$ cat config.mk
export PLATFORM = sky130hd
export DESIGN_NAME = serial_subtractor
export DESIGN_NICKNAME = d
export VERILOG_FILES = /design/src/rtl/serial_subtractor.sv
export SDC_FILE = /design/constraint.sdc
export NUM_CORES = 1
export LEC_CHECK = 0
export CAP_MARGIN = 30
export CORE_ASPECT_RATIO = 2
export CORE_MARGIN = 2
export CORE_UTILIZATION = 55
export CTS_CLUSTER_SIZE = 8
export DETAILED_ROUTE_END_ITERATION = 8
export PLACE_DENSITY_LB_ADDON = 0.3
export RECOVER_POWER = 50
export SLEW_MARGIN = 20
export SYNTH_ARGS = -nofsm -noshare
export SYNTH_HDL_FRONTEND = slang
export SYNTH_SLANG_ARGS = --single-unit
$ cat constraint.sdc
create_clock -name clk -period 2.6 [get_ports clk]
set_input_delay 0.26 -clock clk [delete_from_list [all_inputs] [get_ports clk]]
set_output_delay 0.26 -clock clk [all_outputs]
set_load 0.02 [all_outputs]
$ cat src/rtl/serial_subtractor.sv
// Bit-serial N-bit subtractor: {Bout, Diff} = A - B - Bin, resolved LSB first through
// one full-subtractor cell and a borrow flop, with valid/ready handshakes on both sides.
module serial_subtractor #(
    parameter int N = 8
) (
    input  logic         clk,
    input  logic         rst,
    input  logic         in_valid,
    output logic         in_ready,
    input  logic [N-1:0] A,
    input  logic [N-1:0] B,
    input  logic         Bin,
    output logic         out_valid,
    input  logic         out_ready,
    output logic [N-1:0] Diff,
    output logic         Bout
);

    localparam int CW = $clog2(N) + 1;

    typedef enum logic [1:0] {IDLE, RUN, DONE} state_t;

    state_t        state;
    logic [CW-1:0] count;
    logic [N-1:0]  a_reg;
    logic [N-1:0]  b_reg;
    logic [N-1:0]  diff_reg;
    logic          borrow;
    logic          d;
    logic          borrow_nxt;
    logic [N-1:0]  diff_nxt;

    // Full-subtractor cell on the current LSBs.
    always_comb begin
        d          = a_reg[0] ^ b_reg[0] ^ borrow;
        borrow_nxt = (~a_reg[0] & b_reg[0]) | (~(a_reg[0] ^ b_reg[0]) & borrow);
        diff_nxt   = {d, diff_reg[N-1:1]};
    end

    assign in_ready = (state == IDLE);

    // NOTE: all state uses non-blocking assignments so every register samples the
    // pre-edge values of its neighbours, which the shift chains depend on.
    always_ff @(posedge clk or posedge rst) begin
        if (rst) begin
            state     <= IDLE;
            count     <= '0;
            a_reg     <= '0;
            b_reg     <= '0;
            diff_reg  <= '0;
            borrow    <= 1'b0;
            out_valid <= 1'b0;
            Diff      <= '0;
            Bout      <= 1'b0;
        end else begin
            case (state)
                IDLE: begin
                    if (in_valid) begin
                        a_reg    <= A;
                        b_reg    <= B;
                        borrow   <= Bin;
                        count    <= '0;
                        diff_reg <= '0;
                        state    <= RUN;
                    end
                end
                RUN: begin
                    a_reg    <= a_reg >> 1;
                    b_reg    <= b_reg >> 1;
                    diff_reg <= diff_nxt;
                    borrow   <= borrow_nxt;
                    count    <= count + CW'(1);
                    // Final bit: publish the result straight into the output registers.
                    if (count == CW'(N - 1)) begin
                        state     <= DONE;
                        out_valid <= 1'b1;
                        Diff      <= diff_nxt;
                        Bout      <= borrow_nxt;
                    end
                end
                DONE: begin
                    if (out_ready) begin
                        out_valid <= 1'b0;
                        state     <= IDLE;
                    end
                end
                default: state <= IDLE;
            endcase
        end
    end

endmodule
==> results of run 1 <==
layer usage:
metal,vias up,track usage,share of wire
met2,30,0.400,0.57
li1,599,-,-
met4,0,0.0992,0.021
met3,6,0.0435,0.036
met5,-,0,0
met1,633,0.268,0.37
metrics by stage:
stage	setup WS (ps)	std cells	power, mW
3_5_place_dp	689	207	1.95
4_1_cts	591	215	2.46
3_3_place_gp	776	207	1.89
5_1_grt	476	215	2.58
2_1_floorplan	1140	149	1.60
6_report	584	215	2.42
where the power goes:
| group | internal [mW] | leakage, nW | total, mW | switching, mW |
|---|---|---|---|---|
| sequential | 0.866 | 0.512 | 1.03 | 0.163 |
| combinational | 0.454 | 0.438 | 0.893 | 0.439 |
| clock | 0.285 | 0.0552 | 0.499 | 0.215 |
| total | 1.61 | 1.01 | 2.42 | 0.816 |
path summary, 6_finish.rpt:
path | to | slack (ps) | cells past startpoint
setup / recovery | in_ready | 580 | 3
hold / removal | out_valid$_DFFE_PP0P_ | 490 | 1
setup reg to reg | Diff[2]$_DFFE_PP0P_ | 730 | 4
hold reg to reg | out_valid$_DFFE_PP0P_ | 490 | 1
max in group asynchronous | count[1]$_DFFE_PP0P_ | 1330 | 3
min in group asynchronous | Diff[6]$_DFFE_PP0P_ | 680 | 3
cell families (layout without fill, tap and decap cells):
family,count (synthesis),after routing
buffers and inverters,15,51
AOI/OAI and AO/OA,46,46
and+or+nand+nor,35,35
adders and majority gates,2,2
muxes,11,11
DFF,40,40
placed cells by master (no fill, tap or decap), types with 2 or more instances in the layout:
cell type         n
nor2b_1           2
a22oi_1           5
inv_1             5
a21oi_1          11
dlygate4sd3_1     2
clkbuf_8          5
buf_4             4
a32o_1            2
nand2_1          15
mux2_2           10
clkbuf_1          3
nor2_1            3
clkdlybuf4s50_1  29
a22o_1            9
o21ai_0          13
and3b_1           9
dfrtp_1          40
o22ai_1           2
synthesized netlist by cell type (all sizes together):
library cell	count
dfrtp	40
nand2	15
o21ai	13
a21oi	11
mux2	10
a22o	9
and3b	9
clkbuf	7
a22oi	5
inv	5
buf	3
nor2	3
a32o	2
nor2b	2
nor3b	2
o22ai	2
a21o	1
a31oi	1
a41oi	1
and2b	1
fa	1
ha	1
mux2i	1
nand3	1
nand3b	1
o21bai	1
or2	1
critical path: stages, from the launching register on:
cell	delay, ps
dfrtp_1	370
buf_4	230
nor2_1	210
clkdlybuf4s50_1	640
final cells by class:
type | count | area share
flip-flops and latches | 40 | 0.459
multi-input cells | 94 | 0.304
repair buffers | 38 | 0.162
clock buffers | 6 | 0.0333
well taps | 30 | 0.0172
clock inverters | 2 | 0.0161
inverters | 5 | 0.00861
==> flow_summary_export.csv, run 1 <==
group,metric,value,unit
floorplanning,core_area,0.00298,mm2
timing,whs,489,ps
timing,min_period_over_period,0.775,
floorplanning,num_rows,28,
setup_path,cp.arrival,1760,ps
placement,gp_congestion,0.809,
timing,fin_setup_tns,0,ps
drt,final_antenna_net_count,0,
floorplanning,die_h,83.2,um
yosys,synth_xor_area_frac,0,
yosys,ys_ff_latch,40,
timing,fmax,496,MHz
yosys,netlist.area_leader.share,0.580,
clock_tree,cts_tree,"built",
drt,wire_per_inst,16.7,um
floorplanning,start_util,0.580,
yosys,ys_top_cells_by_area,"dfrtp_1 (58%), mux2_2 (6.5%), a22o_1 (4.6%)",
setup_path,crit_start,"state[0]$_DFFE_PP0P_",
clock_tree,numClockSinks,40,
yosys,syn_avg_cell_area,11.6,um2
placement,numPortBuffers,31,
setup_path,crit_required,2340,ps
floorplanning,die_area,0.00363,mm2
timing,slew_viol_final,0,
grt,grt_remaining_overflow,0,
yosys,yosysWarnings,0,
clock_tree,numCtsBuffers,5,
timing,max-slew-margin-rel,0.368,
final_layout,antennaDiodeCount,0,
drt,drcViolationCount,0,
drt,via_count,1268,
clock_tree,postCtsHoldBufs,0,
placement,dp_hpwl,2570,um
grt,track_usage,0.232,
pwr,pwr_density_cell,1110,mW/mm2
run,cap_violations,0,
yosys,netlist_area,0.00173,mm2
pwr,peakVddDrop,0.670,mV
yosys,yosysUniqueCellTypes,29,
grt,antenna_found_initial,0,
clock_tree,clk_pin_slew,80,ps
timing,setup_violations,0,
final_layout,layout-drive-gt1-share,0.135,
yosys,synth_compound_area_frac,0.175,
grt,grt_pass1_wl,6350,um
timing,worstMarginPinSlew,948,ps
drt,via_per_inst,5.90,
floorplanning,top_level_ports,32,
placement,placed_area,0.00208,mm2
yosys,synth_area_leader_cell,"dfrtp_1",
setup_path,cp-start-kind,"flip-flop",
setup_path,path_max_fanout,32,
setup_path,reg2reg_from,"count[0]$_DFFE_PP0P_",
clock_tree,cts_setup_buffers,0,
clock_tree,h-tree-depth,2,
yosys,synth_top_family_by_area,"compound AO/OA/AOI/OAI gates",
clock_tree,clock_latency,300,ps
grt,grt_pass1_vias,1377,
final_layout,nets,207,
yosys,synth_fa_ha_area_frac,0.0188,
drt,dr.pass1.iters,4,
clock_tree,clock_path_buffers,2,
setup_path,setup.worst_path.class,"reg -> out",
yosys,synth_nets,172,
setup_path,crit_path_end_kind,"output port",
timing,rsz0062_at_grt,"no",
timing,finalHoldViolations,0,
drt,wl,3580,um
status,status,"finished, final reports clean",
yosys,yosys.area_share.simple,0.119,
timing,skew,2.50,ps
hold_path,holdCritStartpoint,"out_valid$_DFFE_PP0P_",
yosys,synth-seq-area-share,0.580,
final_layout,fill_cells,213,
clock_tree,cts_root_buf,"clkbuf_8",
timing,period_needed,2020,ps
pwr,power.leakage,1.01,nW
hold_path,min_path_type,"reg -> reg",
final_layout,final_util,0.732,
final_layout,stdcell_area,0.00218,mm2
yosys,netlist_instances,149,
grt,grt_max_degree,41,
final_layout,regArea,0.00100,mm2
clock_tree,cts_resized,0,
final_layout,multiInputGateArea,663,um2
floorplanning,fp.dieW,43.6,um
yosys,synthMuxAreaShare,0.0710,
drt,drt_iter0_markers,23,
final_layout,area_growth_syn_to_layout,26.3,%
Power figures use the tool's default switching activity.
==> run 2: changes to the inputs <==
--- a/config.mk
+++ b/config.mk
@@ -8,7 +8,7 @@
 export CAP_MARGIN = 30
 export CORE_ASPECT_RATIO = 2
 export CORE_MARGIN = 2
-export CORE_UTILIZATION = 55
+export CORE_UTILIZATION = 46
 export CTS_CLUSTER_SIZE = 8
 export DETAILED_ROUTE_END_ITERATION = 8
 export PLACE_DENSITY_LB_ADDON = 0.3
==> constraint.sdc (replaced) <==
create_clock -name clk -period 1.75 [get_ports clk]
set_input_delay 0.175 -clock clk [delete_from_list [all_inputs] [get_ports clk]]
set_output_delay 0.175 -clock clk [all_outputs]
set_load 0.02 [all_outputs]
==> run 2 against run 1 <==
Flip-flop and latch count unchanged. Utilization shrank 11 points. Cell count up 11%. Hold slack about the same. Routed wire length is 0.61% higher. Via count grew 0.63%. Critical path depth rose by 2. Combinational power up 50%. Global-route usage down 2.6 points. Count of clock-buffer cells in the layout unchanged. Clock power grew 48%. Critical endpoint is now count[3]$_DFFE_PP0P_. Highest routed layer unchanged.
==> flow_summary_export.csv, run 2 (synthesis gave the netlist of run 1 again) <==
group,metric,value,unit
final_layout,area_growth_syn_to_layout,29.6,%
setup_path,r2r-end,"count[3]$_DFFE_PP0P_",
final_layout,multiInputGateArea,659,um2
final_layout,layout_common_cells,"dfrtp_1 (40), clkdlybuf4s50_1 (29), nand2_1 (15), o21ai_0 (13), a21oi_1 (11)",
grt,grt_remaining_overflow,0,
drt,final_antenna_net_count,0,
timing,fin_ws,177,ps
timing,fin_setup_tns,0,ps
final_layout,nets,212,
timing,min_period_over_period,0.899,
final_layout,fill_cells,312,
pwr,pwr_density_cell,1620,mW/mm2
timing,max-slew-margin-rel,0.362,
grt,grt_max_degree,41,
clock_tree,h-tree-depth,2,
floorplanning,fp.dieW,47.3,um
setup_path,path_buf_inv,3,
drt,via_count,1276,
floorplanning,die_h,90.6,um
grt,track_usage,0.206,
drt,dr.pass1.iters,4,
timing,fmax,636,MHz
setup_path,cp_top_family,"buffers and inverters",
hold_path,whs_endpoint,"out_valid$_DFFE_PP0P_",
placement,numPortBuffers,31,
clock_tree,numCtsBuffers,5,
final_layout,stdcell_area,0.00224,mm2
drt,drt_iter0_markers,13,
hold_path,hold_depth,1,
floorplanning,start_util,0.479,
floorplanning,num_rows,31,
setup_path,reg2regPathDepth,5,
setup_path,path_max_fanout,16,
final_layout,regArea,0.00100,mm2
setup_path,cp.arrival,1790,ps
clock_tree,cts_tree,"built",
floorplanning,core_area,0.00361,mm2
clock_tree,clk_pin_slew,70,ps
timing,period_needed,1570,ps
floorplanning,die_area,0.00429,mm2
timing,rsz0062_at_grt,"no",
timing,worstMarginPinSlew,957,ps
setup_path,crit_start,"state[0]$_DFFE_PP0P_",
timing,skew,4.45,ps
clock_tree,cts_resized,1,
setup_path,setup.worst_path.class,"reg -> reg",
timing,whs,489,ps
clock_tree,cts_root_buf,"clkbuf_8",
final_layout,antennaDiodeCount,0,
clock_tree,clock_latency,300,ps
final_layout,layout-drive-gt1-share,0.158,
drt,wl,3600,um
grt,antenna_found_initial,0,
placement,gp_congestion,0.710,
timing,slew_viol_final,0,
drt,via_per_inst,5.34,
setup_path,slowest_stage,"dfrtp_1",
drt,wire_per_inst,15.1,um
placement,placed_area,0.00214,mm2
setup_path,crit_chain,"buf_4 > o21bai_1 > clkbuf_2 > inv_1 > a31oi_1",
clock_tree,postCtsHoldBufs,0,
setup_path,crit_required,1970,ps
drt,drcViolationCount,0,
setup_path,slowest_delay,410,ps
final_layout,stdcell_count,239,
pwr,peakVddDrop,0.927,mV
placement,place_inst,231,
hold_path,holdCritStartpoint,"out_valid$_DFFE_PP0P_",
placement,dp_hpwl,2680,um
setup_path,cp-start-kind,"flip-flop",
grt,grt_pass1_wl,6330,um
clock_tree,cts_setup_buffers,0,
status,status,"finished, final reports clean",
setup_path,reg2reg_from,"state[0]$_DFFE_PP0P_",
hold_path,min_path_type,"reg -> reg",
final_layout,layout_commonest_cell,"dfrtp_1",
timing,setup_violations,0,
clock_tree,clock_path_buffers,2,
setup_path,crit_path_end_kind,"flip-flop",
setup_path,ff2ff_setup_slack,180,ps
clock_tree,numClockSinks,40,
timing,finalHoldViolations,0,
grt,grt_pass1_vias,1368,
floorplanning,top_level_ports,32,
run,cap_violations,0,
pwr,power.leakage,1.03,nW
placement,dp_slack,197,ps
-- run 2: where the power goes --
group	internal (mW)	switching [mW]	total, mW
sequential	1.29	0.256	1.54
clock	0.423	0.316	0.739
combinational	0.696	0.644	1.34
-- run 2: routing by layer --
| layer | up-vias | global-route usage | share of wire |
|---|---|---|---|
| met5 | - | 0 | 0 |
| met4 | 0 | 0.118 | 0.035 |
| met3 | 8 | 0.0320 | 0.028 |
| met2 | 33 | 0.339 | 0.57 |
| met1 | 626 | 0.233 | 0.37 |
| li1 | 609 | - | - |
-- run 2: worst max-delay path by stage --
stage / slack, ps / cells after the start / endpoint
3_5_place_dp: 200 / 5 / Diff[3]$_DFFE_PP0P_
6_report: 180 / 5 / count[3]$_DFFE_PP0P_
5_1_grt: 50 / 5 / count[3]$_DFFE_PP0P_
4_1_cts: 190 / 5 / Diff[3]$_DFFE_PP0P_
3_3_place_gp: 260 / 5 / Diff[0]$_DFFE_PP0P_
2_1_floorplan: 290 / 5 / Diff[0]$_DFFE_PP0P_
-- run 2: layout make-up --
type / count / area share
clock buffers: 6 / 0.0324
clock inverters: 2 / 0.0157
inverters: 5 / 0.00838
multi-input cells: 94 / 0.295
flip-flops and latches: 40 / 0.447
well taps: 49 / 0.0274
repair buffers: 43 / 0.174
-- run 2: through the flow --
stage / power (mW) / util
3_3_place_gp: 2.86 / 0.595
5_1_grt: 3.86 / 0.621
2_1_floorplan: 2.37 / -
4_1_cts: 3.68 / 0.624
3_5_place_dp: 2.94 / 0.595
6_report: 3.62 / 0.621
==> run 3: changes to the inputs <==
--- a/config.mk
+++ b/config.mk
@@ -13,6 +13,7 @@
 export DETAILED_ROUTE_END_ITERATION = 8
 export PLACE_DENSITY_LB_ADDON = 0.3
 export RECOVER_POWER = 50
+export REMOVE_ABC_BUFFERS = 1
 export SLEW_MARGIN = 20
 export SYNTH_ARGS = -nofsm -noshare
 export SYNTH_HDL_FRONTEND = slang
==> run 3 against run 2 <==
Register-to-register slack hardly changed. Worst setup slack better by 15 ps. Combinational power barely moved. Global-route usage down 2.5 points. Cell count unchanged. Hold slack got worse by 6.3 ps. Utilization shrank 0.35 points. Critical path type unchanged. Largest cell class unchanged. Highest routed layer unchanged.
==> flow_summary_export.csv, run 3 (synthesis gave the netlist of run 1 again) <==
group,metric,value,unit
floorplanning,die_h,90.6,um
hold_path,hold_depth,2,
pwr,power_frac_clock,0.178,
setup_path,reg2reg_from,"count[1]$_DFFE_PP0P_",
drt,final_antenna_net_count,0,
final_layout,fill_cells,315,
pwr,p_int,2.31,mW
drt,drt_iter0_markers,17,
timing,rsz0062_at_grt,"no",
timing,finalHoldViolations,0,
setup_path,ff2ff_setup_slack,190,ps
pwr,comb_power_share,0.386,
drt,via_per_inst,5.28,
drt,wl,3390,um
final_layout,multiInputGateArea,663,um2
run,cap_violations,0,
final_layout,layout-drive-gt1-share,0.163,
setup_path,crit_path_end_kind,"flip-flop",
drt,drcViolationCount,0,
timing,worstMarginPinSlew,963,ps
hold_path,holdCritStartpoint,"a_reg[4]$_DFFE_PP0P_",
grt,grt_pass1_wl,5750,um
timing,whs,483,ps
setup_path,slowest_delay,400,ps
timing,min_period_over_period,0.890,
grt,antenna_found_initial,0,
floorplanning,fp.dieW,47.3,um
floorplanning,core_area,0.00361,mm2
placement,dp_hpwl,2580,um
timing,skew,4.95,ps
clock_tree,cts_setup_buffers,0,
grt,grt_pass1_vias,1316,
clock_tree,clock_latency,290,ps
drt,via_count,1261,
final_layout,layout_common_cells,"dfrtp_1 (40), clkdlybuf4s50_1 (29), nand2_1 (15), o21ai_0 (13), a21oi_1 (11)",
final_layout,nets,212,
timing,max-slew-margin-rel,0.358,
floorplanning,die_area,0.00429,mm2
floorplanning,start_util,0.479,
setup_path,slowest_stage,"dfrtp_1",
status,status,"finished, final reports clean",
pwr,peakVddDrop,1.20,mV
setup_path,cp-start-kind,"flip-flop",
timing,fmax,642,MHz
floorplanning,top_level_ports,32,
placement,numPortBuffers,31,
timing,setup_violations,0,
setup_path,setup.worst_path.class,"reg -> reg",
final_layout,regArea,0.00100,mm2
setup_path,reg2regPathDepth,5,
placement,gp_congestion,0.711,
grt,grt_remaining_overflow,0,
final_layout,layout_commonest_cell,"dfrtp_1",
pwr,pwr_density_cell,1570,mW/mm2
grt,track_usage,0.181,
setup_path,r2r-end,"Diff[6]$_DFFE_PP0P_",
clock_tree,cts_root_buf,"clkbuf_8",
setup_path,path_max_fanout,11,
hold_path,min_path_type,"reg -> reg",
clock_tree,numClockSinks,40,
clock_tree,clk_pin_slew,70,ps
hold_path,whs_endpoint,"a_reg[4]$_DFFE_PP0P_",
drt,wire_per_inst,14.2,um
pwr,p_sw_frac,0.339,
final_layout,area_growth_syn_to_layout,28.9,%
clock_tree,numCtsBuffers,5,
setup_path,crit_required,1920,ps
timing,fin_setup_tns,0,ps
final_layout,antennaDiodeCount,0,
clock_tree,clock_path_buffers,2,
timing,period_needed,1560,ps
final_layout,final_util,0.617,
clock_tree,cts_tree,"built",
drt,dr.pass1.iters,2,
pwr,p_switching,1.19,mW
timing,slew_viol_final,0,
setup_path,crit_chain,"ha_1 > nand2_1 > nor3b_2 > buf_4 > mux2_2",
pwr,power.leakage,1.03,nW
pwr,seq_power_share,0.436,
clock_tree,h-tree-depth,2,
floorplanning,num_rows,31,
grt,grt_max_degree,41,
setup_path,cp.arrival,1730,ps
## run 3: worst max-delay path, delay by kind of cell (launching register included)
kind                       cells  cell delay [ps]
DFF                            1              400
muxes                          1              360
and+or+nand+nor                2              270
buffers and inverters          1              210
adders and majority gates      1              190
## run 3: power groups by stage
stage / sequential [mW] / clock [mW] / combinational [mW]
2_1_floorplan: 1.64 / 0 / 0.692
3_5_place_dp: 1.55 / 0 / 1.38
4_1_cts: 1.53 / 0.641 / 1.38
3_3_place_gp: 1.52 / 0 / 1.33
6_report: 1.52 / 0.622 / 1.35
5_1_grt: 1.57 / 0.673 / 1.50
## run 3: worst max-delay path by stage
stage / start / end / cells after the start
floorplan: state[0]$_DFFE_PP0P_ / Diff[0]$_DFFE_PP0P_ / 3
global placement: count[0]$_DFFE_PP0P_ / Diff[5]$_DFFE_PP0P_ / 5
detailed placement: count[1]$_DFFE_PP0P_ / Diff[6]$_DFFE_PP0P_ / 5
CTS: count[1]$_DFFE_PP0P_ / Diff[6]$_DFFE_PP0P_ / 5
global route: state[0]$_DFFE_PP0P_ / diff_reg[1]$_DFFE_PP0P_ / 4
finish: count[1]$_DFFE_PP0P_ / Diff[6]$_DFFE_PP0P_ / 5
## run 3: what timing repair did
item / 4_1_cts / 5_1_grt
hold buffers: 0 / 0
setup endpoints to repair: 1 / 0
gates resized for setup: 1 / 0
## run 3: metal layers
layer | global-route usage | vias up | share of wire | wire [um]
met5 | 0 | - | 0 | 0
met4 | 0.0486 | 0 | 0.014 | 48
met3 | 0.0300 | 6 | 0.029 | 99
met2 | 0.318 | 28 | 0.56 | 1900
met1 | 0.212 | 616 | 0.40 | 1340
li1 | - | 611 | - | -
## run 3: through the flow
step	worst slack, ps	std cells	power, mW	instance area (um2)
after floorplan	-411	139	2.33	1680
after global placement	263	231	2.85	2140
after detailed placement	205	231	2.93	2140
after CTS	182	239	3.55	2240
after global routing	82.5	239	3.74	2230
final	192	239	3.49	2230
## run 3: area by class of cell
type,instances,area share
Multi-Input combinational cell,94,0.298
Timing Repair Buffer,43,0.175
Clock buffer,6,0.0371
Sequential cell,40,0.450
Tap cell,49,0.0275
Clock inverter,2,0.00450
Inverter,5,0.00843
